[src/rtl/clk_gen.sv]
// -----------------------------------------------------------------------------
// clk_gen - synchronous programmable clock generator
//
// Builds clk_out from the reference clock by integer division. Each generated
// period is P reference cycles: high for ceil(P/2) and low for floor(P/2).
// A new period value always waits for a period boundary, so the output never
// has a partial phase. Dropping en always lets the current period finish.
//
// Ports
//   clk        in   reference clock; all logic runs on its rising edge
//   rst        in   active-low synchronous reset
//   en         in   run request
//   div        in   requested period in reference cycles (values < 2 become 2)
//   div_load   in   one-cycle pulse that captures div
//   clk_out    out  generated clock (registered)
//   rise_stb   out  high for the reference cycle right after clk_out rises
//   fall_stb   out  high for the reference cycle right after clk_out falls
//   running    out  high while the generator is in RUN
//   cycle_cnt  out  number of generated rising edges since reset (wraps)
// -----------------------------------------------------------------------------
module clk_gen #(
    parameter int DIV_W       = 8,
    parameter int DEFAULT_DIV = 2,
    parameter int CNT_W       = 32
) (
    input  logic             clk,
    input  logic             rst,
    input  logic             en,
    input  logic [DIV_W-1:0] div,
    input  logic             div_load,
    output logic             clk_out,
    output logic             rise_stb,
    output logic             fall_stb,
    output logic             running,
    output logic [CNT_W-1:0] cycle_cnt
);

    typedef enum logic {
        IDLE = 1'b0,
        RUN  = 1'b1
    } state_t;

    state_t           r_state;
    logic [DIV_W-1:0] r_cnt;      // position inside the current period
    logic [DIV_W-1:0] r_period;   // period P in use for the current period
    logic [DIV_W-1:0] r_pending;  // period to adopt at the next boundary

    logic [DIV_W-1:0] w_div_clamped;
    logic [DIV_W-1:0] w_high;
    logic [DIV_W-1:0] w_next_period;

    // A period of 0 or 1 cannot produce both phases, so it is raised to 2.
    assign w_div_clamped = (div < DIV_W'(2)) ? DIV_W'(2) : div;

    // High phase length: ceil(P/2).
    assign w_high = r_period - (r_period >> 1);

    // A load arriving on the very edge that starts a period wins over the
    // older pending value, so it takes effect without a one-period delay.
    assign w_next_period = div_load ? w_div_clamped : r_pending;

    always_ff @(posedge clk) begin
        if (!rst) begin
            r_state   <= IDLE;
            r_cnt     <= '0;
            r_period  <= DIV_W'(DEFAULT_DIV);
            r_pending <= DIV_W'(DEFAULT_DIV);
            clk_out   <= 1'b0;
            rise_stb  <= 1'b0;
            fall_stb  <= 1'b0;
            running   <= 1'b0;
            cycle_cnt <= '0;
        end else begin
            rise_stb <= 1'b0;
            fall_stb <= 1'b0;

            if (div_load) begin
                r_pending <= w_div_clamped;
            end

            case (r_state)
                IDLE: begin
                    clk_out <= 1'b0;
                    if (div_load) begin
                        r_period <= w_div_clamped;
                    end
                    if (en) begin
                        r_state   <= RUN;
                        r_cnt     <= '0;
                        r_period  <= w_next_period;
                        clk_out   <= 1'b1;
                        rise_stb  <= 1'b1;
                        running   <= 1'b1;
                        cycle_cnt <= cycle_cnt + CNT_W'(1);
                    end
                end

                RUN: begin
                    if (r_cnt == r_period - DIV_W'(1)) begin
                        // Period boundary: either start a new period or stop
                        // with clk_out already low after the full low phase.
                        r_cnt <= '0;
                        if (en) begin
                            r_period  <= w_next_period;
                            clk_out   <= 1'b1;
                            rise_stb  <= 1'b1;
                            cycle_cnt <= cycle_cnt + CNT_W'(1);
                        end else begin
                            r_state <= IDLE;
                            running <= 1'b0;
                            clk_out <= 1'b0;
                        end
                    end else if (r_cnt == w_high - DIV_W'(1)) begin
                        clk_out  <= 1'b0;
                        fall_stb <= 1'b1;
                        r_cnt    <= r_cnt + DIV_W'(1);
                    end else begin
                        r_cnt <= r_cnt + DIV_W'(1);
                    end
                end

                default: begin
                    r_state <= IDLE;
                end
            endcase
        end
    end

endmodule

[config.mk]
export PLATFORM = sky130hd
export DESIGN_NAME = clk_gen
export DESIGN_NICKNAME = d
export VERILOG_FILES = /design/src/rtl/clk_gen.sv
export SDC_FILE = /design/constraint.sdc
export NUM_CORES = 1
export LEC_CHECK = 0
export ABC_AREA = 0
export CORE_ASPECT_RATIO = 0.5
export CORE_MARGIN = 4
export CORE_UTILIZATION = 60
export CTS_BUF_LIST = sky130_fd_sc_hd__clkbuf_8
export DETAILED_ROUTE_END_ITERATION = 10
export PLACE_DENSITY = 0.85
export SLEW_MARGIN = 0
export SYNTH_ARGS = -nofsm -noshare
export SYNTH_HDL_FRONTEND = slang
export SYNTH_SLANG_ARGS = --single-unit
[constraint.sdc]
create_clock -name clk -period 4.3 [get_ports clk]
set_input_delay 0.86 -clock clk [delete_from_list [all_inputs] [get_ports clk]]
set_output_delay 0.86 -clock clk [all_outputs]
set_load 0.02 [all_outputs]
==> out/metrics.yaml <==
placed_design:
  detailed_place_hpwl_um: 5900
  io_buffers: 47
  dp.cells: 518
  routabilityCongestion: 0.834
  place_ws_ns: 0.750
synth:
  synth_ff_type: "dfxtp_1"
  synth_fp_nets: 444
  synth-edff-count: 0
  yosysSeqAreaShare_pct: 35.6
  avgSynthCellArea_um2: 8.28
  netlist_area_um2: 3430
  yosys_warnings: 0
  ys_ff_latch: 61
  synthArstFlopShare_pct: 0
  yosys.cell_types.count: 50
  synthCells: 414
timing:
  tns_ns: 0
  setup_viol: 0
  setup_ws_ns: 0.712
  final-max-slew-violation-count: 0
  finalCriticalPeriod_ns: 3.59
  skew_ns: 0.00683
  period_share_pct: 83.4
  slew_headroom_pct: 38.7
  fmax_mhz: 279
  hold_viol: 0
  rsz0062_at_grt: "false"
  hold_ws_ns: 0.482
  tightestPinTransition_ns: 0.916
route:
  wl_um: 8170
  drt_iter0_drc: 306
  dr_total_vias: 3163
  post_drt_wl_per_cell_um: 15.3
  ant_nets: 0
  route.detailed.drc: 0
  first_pass_iters: 5
  via_per_inst: 5.93
global_route:
  grt_max_degree: 28
  grt_first_pass_wirelength_um: 13500
  antenna_found_initial: 1
  grt_usage_pct: 24.3
  grt_pass1_vias: 2991
  gr-total-overflow: 0
cells_and_area:
  final_cells: 533
  num_antenna_cells: 0
  drive_gt1_share_pct: 5.43
  syn2layout_area_growth_pct: 20.1
  nets: 486
  fin_util_pct: 74.7
worst_hold_path:
  min_from: "r_pending[0]"
  min_path_type: "reg -> reg"
pwr:
  p_leak_nw: 1.55
  ir_drop_v: 0.000222
  p_per_area_nw_per_um2: 323
setup_path:
  cpMaxStageDelayCell: "or4_1"
  r2r_start: "r_period[5]"
  path_cells: "inv_1, ha_1, a21boi_0, or3_1, a2111o_1, o31ai_4, nand4_1, or4_1, a21oi_1"
  crit_path_start: "r_period[5]"
  r2r_end: "cycle_cnt[25]"
  worstPathRequired_ns: 4.57
  crit_fanout: 18
  crit_path_end: "cycle_cnt[25]"
  worstSetupPathType: "reg -> reg"
  slowest_delay_ns: 0.66
  arrival_ns: 3.86
  r2r_slack_ns: 0.71
  cp-start-kind: "flop"
  cp-end-kind: "flop"
  rr_worst_depth: 9
floorplan:
  start_util_pct: 62.2
  core.rowCount: 19
  die_area_um2: 7060
  fp.dieH_um: 61.5
  io_pins: 48
  die_w_um: 115
  coreArea_um2: 5520
run:
  cap_violations: 0
cts:
  clockBufferDepth: 2
  cts_resized: 0
  cts_sinks: 61
  root_buffer: "clkbuf_8"
  numCtsBuffers: 9
  ctsHoldBuffers: 0
  cts_max_level: 3
  clk_latency_ns: 0.35
  cts_tree: "done"
  postCtsSetupBuffers: 0
  clk_pin_slew_ns: 0.07
run_status:
  status: "completed"
## where the power goes
part	total [mW]	internal, mW	leakage, nW	switching, mW
Combinational	0.250	0.107	0.953	0.143
Sequential	0.602	0.583	0.497	0.0190
Clock	0.479	0.259	0.0960	0.221
## metrics by stage
stage	total power, mW	area [um^2]
floorplan	0.791	3430
global placement	0.846	3940
detailed placement	0.861	3940
CTS	1.34	4120
global route	1.40	4120
finish	1.33	4120
## registers in the layout, indices dropped and copies added, names as in the netlist
signal and count:
cycle_cnt 32, r_cnt 8, r_pending 8, r_period 8
clk_out 1, fall_stb 1, r_state 1, rise_stb 1
running 1
## routing by layer
metal | GRT usage [%] | vias up | wire length (um)
met3 | 7.26 | 22 | 435
met5 | 0 | - | 7
met4 | 10.5 | 2 | 175
met2 | 42.9 | 95 | 4030
li1 | - | 1546 | -
met1 | 28.3 | 1498 | 3520
## cell usage after synthesis, drive strengths merged (2+ instances only)
cell    count  area share, %
a211oi      2           0.44
a21boi      2           0.44
a21o        2           0.44
a21oi      40            5.8
and2        5           0.91
and3        9            1.6
and4        2           0.51
buf         9            1.6
clkbuf     12            1.3
dfxtp      61             36
ha         17            6.2
inv        21            2.3
mux2i       7            2.0
nand2      24            2.6
nand2b      9            1.6
nand3      16            2.3
nand4      12            2.6
nor2       35            3.8
nor2b       4           0.73
o211ai      2           0.44
o21a        2           0.44
o21ai      31            4.5
o31ai      12            2.8
or3        19            3.5
or3b        2           0.51
or4         3           0.66
xnor2      17            4.3
xor2       19            4.9
## cells in the final DEF, fill, tap and decap left out, types with 2 or more instances in the layout
cell,n
ha_1,17
and2_1,5
o211ai_1,2
a21oi_1,40
a21boi_0,2
and3_1,9
and4_1,2
buf_4,5
clkinv_2,3
mux2i_1,7
or3_1,19
o31ai_1,11
nor2b_1,4
xor2_1,19
or3b_2,2
nand2b_1,9
nand4_1,11
or4_1,3
nand3_1,16
nor2_1,35
o21a_1,2
o21ai_0,31
a211oi_1,2
nand2_1,24
dfxtp_1,61
clkbuf_8,9
inv_1,22
a21o_1,2
clkdlybuf4s50_1,47
xnor2_1,17
## critical path, delay by kind of cell (launching register included)
kind / cells / cell delay, ns
compound gates: 4 / 1.21
buf+inv: 1 / 0.14
flops: 1 / 0.40
simple gates: 3 / 1.57
fa+ha+maj: 1 / 0.20
## cell type report
| class | instances | area, um^2 |
|---|---|---|
| Clock buffer | 9 | 124 |
| Clock inverter | 6 | 56.3 |
| Fill cell | 424 | 1400 |
| Inverter | 21 | 78.8 |
| Multi-Input combinational cell | 311 | 2040 |
| Sequential cell | 61 | 1220 |
| Tap cell | 73 | 91.3 |
| Timing Repair Buffer | 52 | 508 |
## cell families (layout without fill, tap and decap cells)
group	after synthesis	after routing	share of synthesized area (%)
AND/OR/NAND/NOR	145	145	22.6
AO/OA/AOI/OAI	105	105	18.6
flip-flops	61	61	35.6
buffers and inverters	42	88	5.18
XOR/XNOR	36	36	9.20
adder cells (fa/ha/maj)	18	18	6.79
multiplexers	7	7	2.04
## worst min-delay path by stage
stage	to	slack, ns	cells past startpoint
2_1_floorplan	r_pending[1]	0.44	2
3_3_place_gp	clk_out	0.45	2
3_5_place_dp	r_pending[1]	0.46	2
4_1_cts	r_pending[0]	0.49	2
5_1_grt	r_pending[0]	0.50	2
6_report	r_pending[0]	0.48	2
(Power assumes the default switching activity.)
